## src/rtl/uart_tx.sv

```systemverilog
// uart_tx: 8N1 UART transmitter with integer-divided bit timing and one byte in flight.
//
// Ports:
//   clk      system clock, rising edge
//   reset    synchronous, active-high reset
//   start    request strobe, accepted only while idle
//   tx_data  byte to send, latched with an accepted start
//   tx       serial line, idle high, LSB first
//   tx_busy  high while a frame is in progress
//   tx_done  one-cycle pulse when the stop bit completes
//
// Optional build macro UART_TX_PARITY_EN adds an even-parity bit between the
// data bits and the stop bit (11-bit frame). Without it the frame is 10 bits.
//
// All outputs are registered from the next-state values, so the start bit
// appears on the cycle right after the accepting edge. tx_busy drops at the
// same edge as tx_done, which allows a new start in the following cycle and
// leaves exactly one idle cycle between frames.
//
// state  | meaning
// IDLE   | line high, waiting for start; baud counter held at 0
// START  | start bit (low)
// DATA   | eight data bits, LSB first
// PARITY | even parity of the latched byte (UART_TX_PARITY_EN only)
// STOP   | stop bit (high)
module uart_tx #(
    parameter int CLK_FREQ = 100_000_000,
    parameter int BAUD     = 9600
) (
    input  logic       clk,
    input  logic       reset,
    input  logic       start,
    input  logic [7:0] tx_data,
    output logic       tx,
    output logic       tx_busy,
    output logic       tx_done
);

    localparam int BIT_CYCLES = CLK_FREQ / BAUD;
    localparam int CW         = (BIT_CYCLES > 1) ? $clog2(BIT_CYCLES) : 1;
    localparam logic [CW-1:0] LAST = CW'(BIT_CYCLES - 1);

    typedef enum logic [2:0] {
        IDLE   = 3'd0,
        START  = 3'd1,
        DATA   = 3'd2,
`ifdef UART_TX_PARITY_EN
        PARITY = 3'd4,
`endif
        STOP   = 3'd3
    } state_t;

    state_t        state, state_nxt;
    logic [CW-1:0] cnt, cnt_nxt;
    logic [7:0]    shift, shift_nxt;
    logic [2:0]    idx, idx_nxt;
    logic          tx_nxt, busy_nxt, done_nxt;
    logic          bit_end;
`ifdef UART_TX_PARITY_EN
    logic          par, par_nxt;
`endif

    assign bit_end = (cnt == LAST);

    // state register, datapath and registered outputs
    always_ff @(posedge clk) begin
        if (reset) begin
            state   <= IDLE;
            cnt     <= '0;
            shift   <= '0;
            idx     <= '0;
            tx      <= 1'b1;
            tx_busy <= 1'b0;
            tx_done <= 1'b0;
`ifdef UART_TX_PARITY_EN
            par     <= 1'b0;
`endif
        end else begin
            state   <= state_nxt;
            cnt     <= cnt_nxt;
            shift   <= shift_nxt;
            idx     <= idx_nxt;
            tx      <= tx_nxt;
            tx_busy <= busy_nxt;
            tx_done <= done_nxt;
`ifdef UART_TX_PARITY_EN
            par     <= par_nxt;
`endif
        end
    end

    // next-state and datapath updates
    always_comb begin
        state_nxt = state;
        cnt_nxt   = bit_end ? '0 : cnt + CW'(1);
        shift_nxt = shift;
        idx_nxt   = idx;
`ifdef UART_TX_PARITY_EN
        par_nxt   = par;
`endif
        case (state)
            IDLE: begin
                cnt_nxt = '0;
                if (start) begin
                    shift_nxt = tx_data;
                    idx_nxt   = 3'd0;
                    state_nxt = START;
`ifdef UART_TX_PARITY_EN
                    par_nxt   = ^tx_data;
`endif
                end
            end
            START: begin
                if (bit_end) state_nxt = DATA;
            end
            DATA: begin
                if (bit_end) begin
                    shift_nxt = shift >> 1;
                    idx_nxt   = idx + 3'd1;
                    if (idx == 3'd7) begin
`ifdef UART_TX_PARITY_EN
                        state_nxt = PARITY;
`else
                        state_nxt = STOP;
`endif
                    end
                end
            end
`ifdef UART_TX_PARITY_EN
            PARITY: begin
                if (bit_end) state_nxt = STOP;
            end
`endif
            STOP: begin
                if (bit_end) state_nxt = IDLE;
            end
            default: state_nxt = IDLE;
        endcase
    end

    // output values for the state being entered
    always_comb begin
        tx_nxt   = 1'b1;
        busy_nxt = (state_nxt != IDLE);
        done_nxt = (state == STOP) && bit_end;
        case (state_nxt)
            START:   tx_nxt = 1'b0;
            DATA:    tx_nxt = shift_nxt[0];
`ifdef UART_TX_PARITY_EN
            PARITY:  tx_nxt = par_nxt;
`endif
            default: tx_nxt = 1'b1;
        endcase
    end

endmodule

```

## config.mk

```make
export PLATFORM = sky130hd
export DESIGN_NAME = uart_tx
export DESIGN_NICKNAME = d
export VERILOG_FILES = /design/src/rtl/uart_tx.sv
export SDC_FILE = /design/constraint.sdc
export NUM_CORES = 1
export LEC_CHECK = 0
export CORE_MARGIN = 10
export CORE_UTILIZATION = 27
export DETAILED_ROUTE_END_ITERATION = 8
export DONT_BUFFER_PORTS = 1
export GPL_TIMING_DRIVEN = 0
export PLACE_DENSITY = 0.5
export SETUP_SLACK_MARGIN = 0.5
export SLEW_MARGIN = 5
export SYNTH_ARGS = -nofsm -noshare
export SYNTH_HDL_FRONTEND = slang
export SYNTH_SLANG_ARGS = --single-unit
```

## constraint.sdc

```tcl
create_clock -name clk -period 3.6 [get_ports clk]
set_input_delay 0.54 -clock clk [delete_from_list [all_inputs] [get_ports clk]]
set_output_delay 0.54 -clock clk [all_outputs]
set_load 0.05 [all_outputs]
```

; After elaboration in Yosys (flattened, before gate mapping)
; Cells that the tools add are included.
; W data, S select, Z words.
[op_classes]
muxes = 13
n_eq_ne = 9
reduce_logical = 6
n_addsub = 2
[op_table]
columns = operator, n
row1 = $mux W3, 7
row2 = $mux W8, 2
row3 = $pmux W8 S2, 1
row4 = $add A14 B1 Y14 const B, 1
row5 = $eq A14 B14 Y1 const B, 1
row6 = $pmux W3 S4, 1
row7 = $eq A3 B2 Y1 const B, 3
row8 = $eq A3 B1 Y1 const B, 2
row9 = $pmux W3 S2, 1
row10 = $ne A2 B2 Y1 const B, 2
row11 = $add A3 B1 Y3 const B, 1
row12 = $eq A3 B3 Y1 const B, 1
row13 = $logic_not A3 Y1, 1
row14 = $reduce_and A3 Y1, 1
row15 = $reduce_bool A3 Y1, 1
row16 = $reduce_or A3 Y1, 1
row17 = $pmux W1 S2, 1
row18 = $reduce_bool A2 Y1, 1
row19 = $logic_and A1 B1 Y1, 1
[totals]
inputBits = 11
wordCells = 38
ff_bits = 31
output_inout_bits = 3

; Depth between registers and ports, before layout
[depth]
depth_word = 6
ltp_mapped = 7
mapped_depth_nobuf = 6

; Worst setup path before layout
; Ideal clock, no wire load.
[synth_timing]
path_kind = register to register
startpoint = reg cnt[0]
endpoint = reg tx
stages_incl_launch_ff = 8
t_arrival_ps = 1587
period_less_slack_ps = 1711
path_buffers = 1
path_slack_ps = 1889
setup_ps = 124
required_time_ps = 3476
cell_sequence = dfxtp_1 > ha_1 > and4_4 > and4b_4 > buf_6 > or3b_1 > a21oi_1 > mux2i_1
[synth_via]
elab_chain_len = 5
word_cells_on_any_way = 10
classes_between = 3 x eq/ne / 7 x mux
[synth_rtl]
columns = item, line_no
row1 = start: declaration, 54  ; logic [CW-1:0] cnt, cnt_nxt;
row2 = start signal: assignment, 80  ; cnt <= cnt_nxt;
row3 = $eq A14 B14 Y1 (*), 63  ; assign bit_end = (cnt == LAST);
row4 = $mux W3 (on tied branches), "135, 114, 117"
row5 = $pmux W3 S4, 101  ; case (state)
row6 = $eq A3 B2 Y1 or $eq A3 B1 Y1 (tied branches), 146  ; case (state_nxt)
row7 = $pmux W1 S2 (*), 146
row8 = end signal: assignment, 83  ; tx <= tx_nxt;
row9 = end: declaration, 34  ; output logic tx,
; Mark *: on every way between the ends. The rest lies on a longest branch, timed or not. The select of a mux whose other input is x is not followed.
; A chain may end at the register's enable or synchronous reset.

; Worst setup path after layout
; Same ends and word-level chain as after synthesis.

==> results.toml <==
[cts]
cts_tree = "done"
cts_resized = 0
cts_sinks = 31
clock-root-buffer = "clkbuf_8"
cts_hold_buf = 0
clk_latency_ns = 0.28
cts_made_buffers = 5
clockBufferDepth = 2
cts_setup_buffers = 0
clkTransAtPathRegs_ns = 0.07
cts.htree.levels = 2

[global_route]
grt_pass1_vias = 1007
grt_usage_pct = 6.91
grt_pass1_wl_mm = 4.87
grt_max_degree = 11
grt_overflow = 0
antenna_found_initial = 0

[routing]
vias = 1070
first_iter_violations = 47
drtAntennaViolNets = 0
wl_mm = 2.79
drt-pass1-iter-count = 4
wl_per_cell_um = 11.9
drc = 0
via_per_inst = 4.57

[critical_path]
end_kind = "flip-flop"
crit_required_ns = 3.76
cp_top_family = "simple AND/OR/NAND/NOR gates"
critPathMaxFanout = 10
critical_path_class = "reg2reg"
crit_buf_inv = 1
start_kind = "flip-flop"
cp.arrival_ns = 2.03
cp_slowest_cell = "dfxtp_1"
crit_chain = "ha_1 > and4_4 > and4b_4 > buf_6 > or3b_1 > a21oi_1 > mux2i_1"
critPathMaxStageDelay_ns = 0.34

[die]
fp.dieH_um = 94.9
ioPinCount = 14
fp.coreArea_um2 = 5470
die_x_um = 94.9
dieArea_um2 = 9000
rows = 27
start_util_pct = 27.7

[timing]
timing.setup.tns_ns = 0
drv_slew = 0
timing.fmax_mhz = 535
whs_ns = 0.318
worst_pin_slew_ns = 0.623
worst_slack_ns = 1.73
fin_crit_ns = 1.87
hold_violations = 0
finalCritPeriodShare_pct = 51.9
rsz0062_at_grt = "false"
fin_worst_skew_ns = 0.00348
setup_viol = 0
relSlewSlack_pct = 58.3

[synth]
ys.flop_type = "dfxtp_1"
synth_nets = 168
syn_area_per_cell_um2 = 9.83
yosysUniqueCellTypes = 43
seq_area_frac_synth_pct = 41.0
ys_top_cells_by_area = "dfxtp_1 41%, nor2_4 6.0%, xor2_1 5.8%"
syn_inst = 154
ys_warn_count = 0
netlist_area_um2 = 1510
synth_async_sr_flop_share_pct = 0
ys_seq_elements = 31
synth_edf_count = 0
yosysTopAreaCell = "dfxtp_1"
netlist.area_leader.share_pct = 41.0

[placed_design]
place_hpwl_mm = 1.96
io_buffers = 0
place.gp.congestion = 0.698
place_ws_ns = 1.71

[run_status]
status = "completed"

[finish]
fin_nets = 175
drive_gt1_share_pct = 22.2
num_antenna_cells = 0
syn_to_final_growth_pct = 12.6

[power_and_ir_drop]
power_density_nw_per_um2 = 408
peakVddDrop_v = 0.000146
power.total_mw = 0.696
p_leak_nw = 0.597

[min_path]
hold_path_class = "in2reg"

[run]
maxCapViolCount = 0
## final cells by class
cell class	instances	area, um2
Sequential cell	31	621
Fill cell	605	3770
Buffer	9	82.6
Inverter	1	3.75
Multi-Input combinational cell	113	807
Tap cell	72	90.1
Clock buffer	8	100
## registers in the layout (all words and copies together) (netlist names)
register / cells
tx_done: 1
state: 3
tx: 1
shift: 8
tx_busy: 1
idx: 3
cnt: 14
## cell usage in the layout (no fill, tap or decap), drive strengths merged
cell type	Yosys	routed
o21ai	1	1
a21oi	12	12
and2	1	1
nor2b	2	2
clkbuf	2	10
and4bb	1	1
buf	7	7
and3	3	3
inv	1	1
nand4	2	2
o31ai	1	1
ha	3	3
or3b	1	1
xor2	10	10
or3	1	1
nor2	19	19
nor4b	3	3
nor3b	1	1
nor3	3	3
nand2	16	16
a211oi	1	1
a22oi	6	6
dfxtp	31	31
conb	1	1
nand3	11	11
xnor2	3	3
and4b	1	1
mux2i	3	3
a31oi	2	2
o21a	1	1
and4	4	4
## worst paths after layout
| kind | cells after the start | slack [ns] | endpoint | start |
|---|---|---|---|---|
| worst max register to register | 7 | 1.73 | tx | cnt[0] |
| worst min-delay path | 1 | 0.32 | shift[0] | reset |
| worst min register to register | 2 | 0.45 | shift[4] | shift[4] |
| worst max-delay path | 7 | 1.73 | tx | cnt[0] |
## power breakdown
| group | leakage [nW] | switching [mW] | internal [mW] |
|---|---|---|---|
| clock | 0.0515 | 0.128 | 0.174 |
| sequential | 0.252 | 0.00685 | 0.350 |
| combinational | 0.294 | 0.0221 | 0.0144 |
| total | 0.597 | 0.157 | 0.539 |
## layer usage
| layer | share of wire (%) | track usage [%] |
|---|---|---|
| met5 | 0 | 0 |
| met4 | 2.7 | 4.49 |
| met3 | 6.2 | 3.01 |
| met2 | 44 | 9.44 |
| met1 | 47 | 8.58 |
## logic make-up (layout without fill, tap and decap cells)
kind of cell | count (synthesis) | after routing | share of synthesized area [%]
compound gates | 24 | 24 | 9.92
xor+xnor | 13 | 13 | 7.52
fa+ha+maj | 3 | 3 | 2.48
buf+inv | 10 | 18 | 5.70
flops | 31 | 31 | 41.0
mux | 3 | 3 | 1.98
other cells | 1 | 1 | 0.248
simple gates | 69 | 69 | 31.2
## cell usage after synthesis (3+ instances only)
master   count
dfxtp_1     31
ha_1         3
mux2i_1      3
nor2_1       9
buf_4        3
a21oi_1     11
nor2_4       8
nand2_1     15
xnor2_1      3
xor2_1      10
nand3_1     11
nor3_1       3
a22oi_1      6
## through the flow
step	util [%]	instance area (um2)	std cells
global route	31.1	1700	234
detailed placement	29.3	1600	226
finish	31.1	1700	234
CTS	31.1	1700	234
floorplan	-	1510	154
global placement	29.3	1600	226
Note: power is estimated with default switching activity, not from simulation.
